[src/rtl/iob_nco_cfg_seq.sv]
// Configuration sequencer for the NCO: turns one (period_int, period_frac, enable)
// command into the ordered CSR write burst on the NCO's IOb-native CSR port.
module iob_nco_cfg_seq #(
  parameter int ADDR_W           = 4,
  parameter int SOFT_RESET_ADDR  = 0,
  parameter int ENABLE_ADDR      = 1,
  parameter int PERIOD_INT_ADDR  = 4,
  parameter int PERIOD_FRAC_ADDR = 8,
  parameter int TIMEOUT_W        = 8
) (
  input  logic              clk_i,
  input  logic              cke_i,
  input  logic              arst_n_i,
  input  logic              cmd_valid_i,
  output logic              cmd_ready_o,
  input  logic              cmd_full_i,
  input  logic              cmd_enable_i,
  input  logic [31:0]       cmd_period_int_i,
  input  logic [31:0]       cmd_period_frac_i,
  output logic              busy_o,
  output logic              done_o,
  output logic              err_o,
  output logic              iob_valid_o,
  output logic [ADDR_W-1:0] iob_addr_o,
  output logic [31:0]       iob_wdata_o,
  output logic [3:0]        iob_wstrb_o,
  output logic              iob_rready_o,
  input  logic              iob_ready_i,
  output logic [2:0]        dbg_state_o
);

  typedef enum logic [2:0] {
    IDLE    = 3'd0,
    SR_SET  = 3'd1,
    SR_CLR  = 3'd2,
    WR_INT  = 3'd3,
    WR_FRAC = 3'd4,
    WR_EN   = 3'd5
  } state_t;

  localparam logic [ADDR_W-1:0]    SR_A     = ADDR_W'(SOFT_RESET_ADDR);
  localparam logic [ADDR_W-1:0]    EN_A     = ADDR_W'(ENABLE_ADDR);
  localparam logic [ADDR_W-1:0]    PI_A     = ADDR_W'(PERIOD_INT_ADDR);
  localparam logic [ADDR_W-1:0]    PF_A     = ADDR_W'(PERIOD_FRAC_ADDR);
  localparam logic [TIMEOUT_W-1:0] TO_LIMIT = '1;

  state_t               state_q, state_d;
  logic [TIMEOUT_W-1:0] cnt_q, cnt_d;
  logic                 full_q, full_d;
  logic                 enable_q, enable_d;
  logic [31:0]          pint_q, pint_d;
  logic [31:0]          pfrac_q, pfrac_d;
  logic                 done_q, done_d;
  logic                 err_q, err_d;
  logic                 hs;

  // 1-bit CSRs sit in one byte lane of the 32-bit word selected by the low address bits.
  function automatic logic [3:0] bit_strb(input logic [ADDR_W-1:0] a);
    return 4'b0001 << a[1:0];
  endfunction

  function automatic logic [31:0] bit_data(input logic [ADDR_W-1:0] a, input logic v);
    return {31'b0, v} << {a[1:0], 3'b000};
  endfunction

  // CSR port: a write is offered while iob_valid_o=1 with addr/wdata/wstrb held
  // constant; it completes on the clock edge where iob_valid_o && iob_ready_i
  // (and cke_i) are high, and the next write follows without an idle cycle.
  always_comb begin
    iob_valid_o = 1'b0;
    iob_addr_o  = '0;
    iob_wdata_o = '0;
    iob_wstrb_o = '0;
    unique case (state_q)
      SR_SET: begin
        iob_valid_o = 1'b1;
        iob_addr_o  = SR_A;
        iob_wdata_o = bit_data(SR_A, 1'b1);
        iob_wstrb_o = bit_strb(SR_A);
      end
      SR_CLR: begin
        iob_valid_o = 1'b1;
        iob_addr_o  = SR_A;
        iob_wdata_o = bit_data(SR_A, 1'b0);
        iob_wstrb_o = bit_strb(SR_A);
      end
      WR_INT: begin
        iob_valid_o = 1'b1;
        iob_addr_o  = PI_A;
        iob_wdata_o = pint_q;
        iob_wstrb_o = 4'hF;
      end
      WR_FRAC: begin
        iob_valid_o = 1'b1;
        iob_addr_o  = PF_A;
        iob_wdata_o = pfrac_q;
        iob_wstrb_o = 4'hF;
      end
      WR_EN: begin
        iob_valid_o = 1'b1;
        iob_addr_o  = EN_A;
        iob_wdata_o = bit_data(EN_A, enable_q);
        iob_wstrb_o = bit_strb(EN_A);
      end
      default: ;
    endcase
  end

  assign hs = iob_valid_o && iob_ready_i;

  always_comb begin
    state_d  = state_q;
    cnt_d    = cnt_q;
    full_d   = full_q;
    enable_d = enable_q;
    pint_d   = pint_q;
    pfrac_d  = pfrac_q;
    done_d   = 1'b0;
    err_d    = 1'b0;
    if (state_q == IDLE) begin
      if (cmd_valid_i) begin
        full_d   = cmd_full_i;
        enable_d = cmd_enable_i;
        pint_d   = cmd_period_int_i;
        pfrac_d  = cmd_period_frac_i;
        cnt_d    = '0;
        state_d  = cmd_full_i ? SR_SET : WR_INT;
      end
    end else if (hs) begin
      cnt_d = '0;
      unique case (state_q)
        SR_SET:  state_d = SR_CLR;
        SR_CLR:  state_d = WR_INT;
        WR_INT:  state_d = WR_FRAC;
        WR_FRAC: begin
          state_d = full_q ? WR_EN : IDLE;
          done_d  = !full_q;
        end
        WR_EN: begin
          state_d = IDLE;
          done_d  = 1'b1;
        end
        default: state_d = IDLE;
      endcase
    end else if (cnt_q == TO_LIMIT) begin
      // Target never answered: abandon the rest of the burst.
      state_d = IDLE;
      cnt_d   = '0;
      err_d   = 1'b1;
    end else begin
      cnt_d = cnt_q + TIMEOUT_W'(1);
    end
  end

  always_ff @(posedge clk_i or negedge arst_n_i) begin
    if (!arst_n_i) begin
      state_q  <= IDLE;
      cnt_q    <= '0;
      full_q   <= 1'b0;
      enable_q <= 1'b0;
      pint_q   <= '0;
      pfrac_q  <= '0;
      done_q   <= 1'b0;
      err_q    <= 1'b0;
    end else if (cke_i) begin
      state_q  <= state_d;
      cnt_q    <= cnt_d;
      full_q   <= full_d;
      enable_q <= enable_d;
      pint_q   <= pint_d;
      pfrac_q  <= pfrac_d;
      done_q   <= done_d;
      err_q    <= err_d;
    end
  end

  assign cmd_ready_o  = (state_q == IDLE);
  assign busy_o       = !cmd_ready_o;
  assign done_o       = done_q;
  assign err_o        = err_q;
  assign iob_rready_o = 1'b1;
  assign dbg_state_o  = state_q;

endmodule
[config.mk]
export PLATFORM = sky130hd
export DESIGN_NAME = iob_nco_cfg_seq
export DESIGN_NICKNAME = d
export VERILOG_FILES = /design/src/rtl/iob_nco_cfg_seq.sv
export SDC_FILE = /design/constraint.sdc
export NUM_CORES = 1
export LEC_CHECK = 0
export CAP_MARGIN = 40
export CORE_ASPECT_RATIO = 1.75
export CORE_UTILIZATION = 25
export DETAILED_ROUTE_END_ITERATION = 10
export GPL_ROUTABILITY_DRIVEN = 0
export GPL_TIMING_DRIVEN = 0
export SYNTH_ARGS = -nofsm -noshare
export SYNTH_HDL_FRONTEND = slang
export SYNTH_SLANG_ARGS = --single-unit
[constraint.sdc]
create_clock -name clk_i -period 1.7 [get_ports clk_i]
set_input_delay 0.51 -clock clk_i [delete_from_list [all_inputs] [get_ports clk_i]]
set_output_delay 0.51 -clock clk_i [all_outputs]
set_load 0.01 [all_outputs]
==> results.cfg, run 1 <==
[status]
outcome = complete, but fails checks
violations = negative setup slack

[power]
p_leak_nw = 2.88
vdd_drop_max_v = 0.000615
powerDensity_nw_per_um2 = 1700

[critical_path]
r2r-start = dbg_state_o[0]
cpMaxStageDelayCell = dfrtp_1
crit_type = flip-flop to primary output
crit_path_end_kind = primary output
r2r-end = pfrac_q[11]
required_ns = 1.19
ff2ff_path_depth = 11
worstSetupStartpoint = dbg_state_o[0]
critPathTopFamily = buffers and inverters
critPathMaxFanout = 7
crit_chain = buf_6 -> nor2b_4 -> and2_4 -> buf_8 -> buf_12 -> a22o_1 -> buf_2
crit_arrival_ns = 1.80
critPathLaunchType = flip-flop
max_stage_delay_ns = 0.40
critPathBufInv = 4
ff2ff_setup_slack_ns = -0.48

[routing]
wl_met1_um = 4320
wl_met3_um = 478
drt_wl_total_um = 11800
highest-signal-layer = met4
route.vias.total = 2927
wl_met2_um = 6590
antenna_left = 0
initialDrtViolationCount = 100
drt-pass1-iter-count = 4
post-route-drc-count = 0
viasPerCell = 4.52
drt-wirelength-per-cell_um = 18.2

[layout]
fin_area_um2 = 6410
drive_above_1_share_pct = 49.4
area_growth_pct = 68.1
insertedDiodeCount = 0
regArea_um2 = 1980
final_nets = 531
multi_input_area_um2 = 1740
fill_cells = 1389

[sta]
final_hold_viol_count = 0
finClkSkew_ns = 0.00797
rsz0062_at_grt = true
worst_pin_slew_ns = 0.527
maxSlewViolCount = 0
setup_viol = 108
hold_slack_ns = 0.143
period_minus_slack_ns = 2.31
final.setup.tns_ns = -46.81
period_share_pct = 136
layout_setup_ws_ns = -0.613
fmax_mhz = 432
slew_headroom_pct = 64.9

[yosys]
synthFlopType = dfrtp_1
synthMuxAreaShare_pct = 24.5
netlist_area_um2 = 3810
synthAdderAreaFrac_pct = 0.328
synth_cells = 276
ys_seq_area_share_pct = 51.8
synth_cell_types = 35
synth_compound_gate_area_share_pct = 10.3
synth_top_area_share_pct = 51.8
yosysTopAreaCell = dfrtp_1
synthXorXnorAreaFrac_pct = 1.15
ys_top_cells_by_area = dfrtp_1 52%, mux2_4 16%, mux2_2 8.0%
syn_avg_cell_area_um2 = 13.8
synth-edff-count = 0
yosys.area_share.simple_pct = 6.20
synth-seq-cells = 79
synth_top_family_by_area = multiplexers
synthesis.nets = 348
synth-async-reset-ratio_pct = 100
yosys_warnings = 0

[die]
dieHeight_um = 165
die-area_um2 = 15800
die_w_um = 95.4
start_util_pct = 25.6
coreArea_um2 = 14900
rows = 59
ios = 120

[flow_run]
cap_violations = 0

[global_routing]
grt_max_degree = 43
grt_pass1_vias = 3194
grt_pass1_wl_um = 17500
track_usage_pct = 15.2
antenna_found_initial = 0
grt_overflow_total = 0

[place]
dp_hpwl_um = 7660
place_ws_ns = -0.820
placed_area_um2 = 5330
portBuffers = 117

[clock_tree]
clock_path_buffers = 2
clk_latency_ns = 0.33
htreeDepth = 3
cts_root_buf = clkbuf_16
clock-sinks = 79
cts_buffers = 9
cts_tree = built
cts.clk_slew.worst_paths_ns = 0.06

[min_path]
hold_class = input port to asynchronous set/reset pin
## how the worst max path moves through the flow
stage | endpoint | slack [ns] | cells past startpoint
floorplan | iob_wdata_o[19] | -0.11 | 6
global placement | dbg_state_o[2] | -3.12 | 1
detailed placement | iob_wdata_o[17] | -0.82 | 6
CTS | iob_wdata_o[17] | -0.63 | 8
global route | iob_wdata_o[25] | -0.66 | 7
finish | iob_wdata_o[26] | -0.61 | 7
## flip-flops by register name, summed over array words and instances (netlist names)
| register | flops |
|---|---|
| cnt_q | 8 |
| dbg_state_o | 3 |
| done_o | 1 |
| enable_q | 1 |
| err_o | 1 |
| full_q | 1 |
| pfrac_q | 32 |
| pint_q | 32 |
## area by class of cell
cell class                 instances  share of cell area (%)
buffer                            19                    4.98
multi-input combinational        172                    27.2
clock buffer                      13                    4.22
clock inverter                     3                   0.625
inverter                           4                   0.390
timing repair buffer             174                    28.2
tap                              183                    3.57
sequential                        79                    30.9
## logic make-up after synthesis
| kind of cell | Yosys count |
|---|---|
| buffers and inverters | 25 |
| other | 2 |
| AOI/OAI and AO/OA | 50 |
| xor gates and xnor gates | 5 |
| adders and majority gates | 1 |
| DFF | 79 |
| and+or+nand+nor | 44 |
| muxes | 70 |
## synth_stat cells, types with 7 or more instances
master / count
mux2_4: 40
buf_2: 7
a22o_1: 32
nand2_1: 7
o21ai_0: 7
nor2_1: 11
mux2_2: 27
dfrtp_1: 79
## stage by stage
| stage | util [%] | total power, mW | instances |
|---|---|---|---|
| floorplan | - | 5.90 | 276 |
| global placement | 35.6 | 7.54 | 576 |
| detailed placement | 35.7 | 7.65 | 577 |
| CTS | 41.7 | 10.6 | 634 |
| global route | 43.0 | 11.5 | 647 |
| finish | 43.0 | 10.9 | 647 |
## where the power goes
part | switching [mW] | internal (mW)
logic | 2.13 | 3.52
clock network | 0.738 | 1.25
registers | 0.523 | 2.75
## timing repair
| item | CTS | global route |
|---|---|---|
| hold buffers | 0 | 0 |
| pin swaps | 13 | 14 |
| setup buffers | 33 | 15 |
| resized for setup | 236 | 32 |
| cloned | 9 | 1 |
| setup endpoints to repair | 120 | 118 |
## metal layers
metal / global-route usage [%] / up-vias
li1: - / 1365
met1: 16.8 / 1466
met2: 27.3 / 77
met3: 3.16 / 19
met4: 7.16 / 0
met5: 0 / -
## layout by cell type (no fill, tap or decap), types with 2 or more instances in the layout
cell type and n:
a21oi_1 3, a22o_1 32, and3_4 2, buf_12 20
buf_16 5, buf_2 29, buf_4 29, buf_6 25
buf_8 7, clkbuf_16 13, clkbuf_8 4, clkdlybuf4s50_1 67
clkinv_2 2, conb_1 2, dfrtp_1 77, dfrtp_2 2
dlygate4sd2_1 3, inv_1 2, mux2_2 26, mux2_4 41
mux2i_1 3, nand2_1 6, nand2b_1 2, nand2b_4 2
nand3_1 5, nand4_1 2, nor2_1 7, nor2_2 2
nor2_4 2, nor3_1 4, nor3_4 2, o21ai_0 5
xnor2_1 5
Note: power is estimated with default switching activity, not from simulation.
==> run 2: changes to the inputs <==
Settings changed: CORE_UTILIZATION 25 to 42, PLACE_DENSITY from default to 0.76, SETUP_SLACK_MARGIN from default to 0.05.
==> run 2 against run 1 <==
  * The run still ends with negative setup slack left
  * Non-clock buffer count shrank 4
  * Routed wire length shrank 0.83%
  * Combinational power grew 6.0%
  * Register-to-register slack lost 0.07 ns
  * Fmax grew 2.6%
  * Die area shrank 40%
  * Global-route usage grew 9.2 points
  * Sequential share of layout area shrank 0.096 points
  * Clock-buffer cell count shrank 1
  * Power grew 4.4%
  * Utilization grew 31 points
  * Sequential cell count is the same
  * Critical path type unchanged
  * Critical endpoint is now iob_wdata_o[4]
  * Largest cell class unchanged
  * Largest power group unchanged
  * Highest routed layer unchanged
==> results.cfg, run 2 (synthesis gave the netlist of run 1 again) <==
[status]
outcome = complete, but fails checks
violations = negative setup slack

[global_routing]
grt_overflow_total = 0
grt_use_met1_pct = 26.8
gr-usage-met2_pct = 43.0
grt_use_met3_pct = 5.50
grt_pass1_vias = 3307
top_usage_layer = met2
grt_max_degree = 41
antenna_found_initial = 0
grt_pass1_wl_um = 16900
track_usage_pct = 24.4

[sta]
fmax_mhz = 443
slew_headroom_pct = 64.0
layout_setup_ws_ns = -0.556
hold_slack_ns = 0.153
setup_viol = 119
rsz0062_at_grt = true
period_share_pct = 133
period_minus_slack_ns = 2.26
maxSlewViolCount = 0
finClkSkew_ns = 0.00750
worst_pin_slew_ns = 0.539
final_hold_viol_count = 0

[clock_tree]
clk_latency_ns = 0.33
clock-sinks = 79
clock_path_buffers = 2
htreeDepth = 3
cts_root_buf = clkbuf_16
cts.clk_slew.worst_paths_ns = 0.06
cts_tree = built
cts_buffers = 9

[layout]
final_nets = 528
stdcell_count = 578
regArea_um2 = 1980
fill_cells = 582
area_growth_pct = 68.6
final_common_cell = dfrtp_1
insertedDiodeCount = 0
top_regs = pfrac_q x32, pint_q x32, cnt_q x8
multi_input_area_um2 = 1870
drive_above_1_share_pct = 49.5
layout_common_cells = 77 x dfrtp_1, 68 x clkdlybuf4s50_1, 67 x mux2_4, 32 x a22o_1, 32 x buf_2

[place]
dp_hpwl_um = 6710
portBuffers = 117
place_ws_ns = -0.806
place_inst = 511

[die]
coreArea_um2 = 8730
die-area_um2 = 9480
rows = 45
die_w_um = 74.0
dieHeight_um = 128
ios = 120
start_util_pct = 43.7

[routing]
viasPerCell = 5.30
initialDrtViolationCount = 109
antenna_left = 0
post-route-drc-count = 0
drt-wirelength-per-cell_um = 20.2
drt-pass1-iter-count = 4
route.vias.total = 3064
drt_wl_total_um = 11700

[critical_path]
critPathLaunchType = flip-flop
required_ns = 1.19
crit_arrival_ns = 1.75
crit_path_end_kind = primary output
critPathMaxFanout = 5
crit_type = flip-flop to primary output

[power]
p_leak_nw = 2.97
powerDensity_nw_per_um2 = 1770
vdd_drop_max_v = 0.00119

[flow_run]
cap_violations = 0

[min_path]
hold_class = input port to asynchronous set/reset pin
## run 2: cell types whose count changed in the layout (fill, tap and decap cells not counted), moves of 5 or more
| cell | before | now |
|---|---|---|
| buf_4 | 29 | 16 |
| buf_8 | 7 | 12 |
| mux2_4 | 41 | 67 |
| buf_12 | 20 | 13 |
| mux2_2 | 26 | 0 |
| buf_6 | 25 | 30 |
## run 2: routing by layer
layer  share of wire, %  vias to the layer above  wire length (µm)
met5                  0                        -                 0
met4                3.8                        0               446
met3                4.8                       35               555
met2                 55                      128              6380
met1                 37                     1535              4270
li1                   -                     1366                 -
## run 2: final timing paths
kind,start,endpoint,slack (ns),cells past startpoint
setup / recovery,dbg_state_o[0],iob_wdata_o[4],-0.56,6
hold / removal,arst_n_i,pfrac_q[3],0.15,1
setup reg to reg,dbg_state_o[0],pint_q[16],-0.55,11
hold reg to reg,cnt_q[6],cnt_q[6],0.50,1
max in group asynchronous,arst_n_i,pint_q[19],0.95,2
min in group clk_i,cnt_q[6],cnt_q[6],0.50,1
## run 2: repair_timing
item                       in CTS  in global routing
setup endpoints to repair     121                122
hold buffers                    0                  0
setup buffers                  28                 14
gates resized for setup       215                 60
pin swaps                      12                 10
cloned                         11                  2
## run 2: where the power goes
| group | switching, mW | internal (mW) |
|---|---|---|
| registers | 0.573 | 2.76 |
| clock network | 0.753 | 1.34 |
| logic | 2.24 | 3.74 |
## run 2: stage by stage
stage | setup TNS (ns) | power [mW] | util, % | area, µm²
3_3_place_gp | -265.07 | 7.70 | 61.0 | 5330
3_5_place_dp | -61.03 | 7.80 | 61.2 | 5340
6_report | -52.50 | 11.4 | 73.7 | 6430
2_1_floorplan | -7.86 | 6.13 | - | 4010
5_1_grt | -59.60 | 11.9 | 73.7 | 6430
4_1_cts | -51.18 | 10.8 | 71.3 | 6220
## run 2: final cells by class
type / instances / area share [%]
buffer: 18 / 4.28
clock buffer: 12 / 3.83
clock inverter: 4 / 1.21
inverter: 4 / 0.311
multi-input combinational: 173 / 29.0
sequential: 79 / 30.8
tap: 117 / 2.28
timing repair buffer: 171 / 28.3
## run 2: critical path, cell delays in order (launching register included)
cell	delay [ns]
dfrtp_1	0.40
buf_6	0.14
nor2b_4	0.13
and2_4	0.22
buf_8	0.15
a22o_1	0.22
buf_2	0.14
==> run 3: changes to the inputs <==
Settings changed: ABC_AREA from default to 1, CORE_UTILIZATION 42 to 43, PLACE_DENSITY 0.76 to 0.77, REMOVE_ABC_BUFFERS from default to 1.
==> run 3 against run 2 <==
  * The flow still finishes with violations (negative setup slack)
  * Global-route usage rose by 8.0 points
  * Largest power group unchanged
  * Routed wire length rose by 60%
  * Clock power barely moved
  * Clock skew fell by 0.0010 ns
  * Die area rose by 1.1%
  * Final cell count rose by 35%
  * Worst hold slack got worse by 0.032 ns
  * Sequential cell count did not move
==> results.cfg, run 3 <==
[critical_path]
critPathMaxFanout = 8
critPathLaunchType = flip-flop
crit_arrival_ns = 2.00
crit_type = flip-flop to primary output
required_ns = 1.19
crit_path_end_kind = primary output

[yosys]
synth-edff-count = 0
netlist_area_um2 = 3950
synth_cells = 467
synth-async-reset-ratio_pct = 100
synth_cell_types = 24
ys_seq_area_share_pct = 50.1
ys_top_cells_by_area = dfrtp_1 50%, nand2_1 12%, inv_1 8.2%
yosys_warnings = 0
yosysTopAreaCell = dfrtp_1
ys_top_cells_by_count = 121 x nand2_1, 86 x inv_1, 79 x dfrtp_1
synthFlopType = dfrtp_1
synth-seq-cells = 79
synth_top_area_share_pct = 50.1
synth_most_common_cell = nand2_1
syn_avg_cell_area_um2 = 8.45

[die]
dieHeight_um = 129
start_util_pct = 44.9
die_w_um = 74.4
rows = 45
ios = 120
die-area_um2 = 9580
coreArea_um2 = 8780

[routing]
viasPerCell = 5.76
drt-wirelength-per-cell_um = 23.9
drt_wl_total_um = 18600
drt-pass1-iter-count = 7
initialDrtViolationCount = 571
antenna_left = 0
route.vias.total = 4496
post-route-drc-count = 0

[clock_tree]
cts_buffers = 9
clock-sinks = 79
cts_root_buf = clkbuf_16
cts.clk_slew.worst_paths_ns = 0.06
clock_path_buffers = 2
cts_tree = built
clk_latency_ns = 0.34
htreeDepth = 3

[global_routing]
grt_max_degree = 46
track_usage_pct = 32.4
grt_overflow_total = 0
grt_pass1_wl_um = 22300
antenna_found_initial = 0
grt_pass1_vias = 4303

[sta]
maxSlewViolCount = 0
rsz0062_at_grt = true
final_hold_viol_count = 0
period_minus_slack_ns = 2.51
layout_setup_ws_ns = -0.806
fmax_mhz = 399
worst_pin_slew_ns = 0.699
slew_headroom_pct = 53.4
finClkSkew_ns = 0.00648
period_share_pct = 147
setup_viol = 122

[layout]
utilization_pct = 82.0
final_common_cell = inv_1
area_growth_pct = 82.4
layout_common_cells = 82 x inv_1, 76 x dfrtp_1, 67 x clkdlybuf4s50_1, 57 x o21ai_2, 51 x nand2_1
stdcell_count = 780
fill_cells = 513
final_nets = 730
insertedDiodeCount = 0
drive_above_1_share_pct = 46.2
top_regs = pfrac_q x32, pint_q x32, cnt_q x8

[flow_run]
cap_violations = 0

[status]
outcome = complete, but fails checks
violations = negative setup slack

[place]
place_inst = 679
portBuffers = 117
dp_hpwl_um = 6440

[power]
p_leak_nw = 3.63
vdd_drop_max_v = 0.00101
powerDensity_nw_per_um2 = 1550

[min_path]
hold_class = input port to asynchronous set/reset pin
[run 3: cell count changes in the layout (fill, tap and decap cells not counted), moves of 14 or more]
cell	delta
inv_1	+80
nand2_4	+37
nand2_2	+33
nand2_1	+45
mux2_4	-67
buf_6	+14
o21ai_2	+56
[run 3: routing by layer]
| layer | routed length [µm] | share of wire, % | GRT usage, % |
|---|---|---|---|
| met5 | 0 | 0 | 0 |
| met4 | 1510 | 8.1 | 17.4 |
| met3 | 1900 | 10 | 8.85 |
| met2 | 9430 | 51 | 56.3 |
| met1 | 5770 | 31 | 34.7 |
[run 3: critical path, stage by stage (launching register included)]
cell and delay, ns:
dfrtp_2 0.45, nor2_4 0.26, nand2_4 0.17, clkinvlp_4 0.13, buf_6 0.11, buf_16 0.14, buf_8 0.11, a22o_1 0.14
buf_2 0.13
[run 3: timing repair]
action,CTS,global route
cloned,17,7
pin swaps,30,38
endpoints found under the setup margin,113,124
gates resized for setup,348,166
hold buffers,0,0
buffers inserted,49,22
[run 3: stage by stage]
step	TNS [ns]	setup WS [ns]	cell area, µm²	hold slack (ns)	total power [mW]
final	-62.28	-0.806	7200	0.121	11.2
after global placement	-324.25	-2.58	5070	0.466	5.52
after floorplan	-43.56	-0.495	3750	0.214	4.52
after CTS	-42.72	-0.525	6450	0.138	9.33
after global routing	-70.32	-0.854	7200	0.154	11.6
after detailed placement	-86.48	-1.05	5140	0.474	5.68
[run 3: worst paths after layout]
check                                    start         endpoint  slack [ns]  cells past startpoint
worst max-delay path            dbg_state_o[1]  iob_wdata_o[30]       -0.81                      8
max in group asynchronous             arst_n_i   dbg_state_o[0]        0.97                      2
worst min-delay path                  arst_n_i      pfrac_q[11]        0.12                      1
worst min register to register      pint_q[24]       pint_q[24]        0.49                      2
worst max register to register  dbg_state_o[0]       pint_q[12]       -0.52                     12
min in group clk_i                  pint_q[24]       pint_q[24]        0.49                      2
[run 3: cell families (layout without fill, tap and decap cells)]
logic type                 Yosys count  count (layout)  synth area share (%)
DFF                                 79              79                  50.1
and+or+nand+nor                    164             173                  17.7
other                                2               2                 0.190
buffers and inverters              115             302                  13.5
adders and majority gates            1               1                 0.317
AOI/OAI and AO/OA                  106             106                  18.2
[run 3: power by group]
part           switching [mW]  internal, mW  leakage [nW]
Clock                   0.776          1.29         0.154
Sequential              0.802          2.67         0.994
Combinational            2.87          2.76          2.48
[run 3: cell type report]
type | count | area, µm² | area share (%)
clock buffer | 11 | 233 | 3.23
timing repair inverter | 4 | 40.0 | 0.556
inverter | 90 | 373 | 5.18
timing repair buffer | 192 | 2130 | 29.5
multi-input combinational | 282 | 2220 | 30.8
sequential | 79 | 1980 | 27.5
clock inverter | 5 | 82.6 | 1.15
tap | 117 | 146 | 2.03
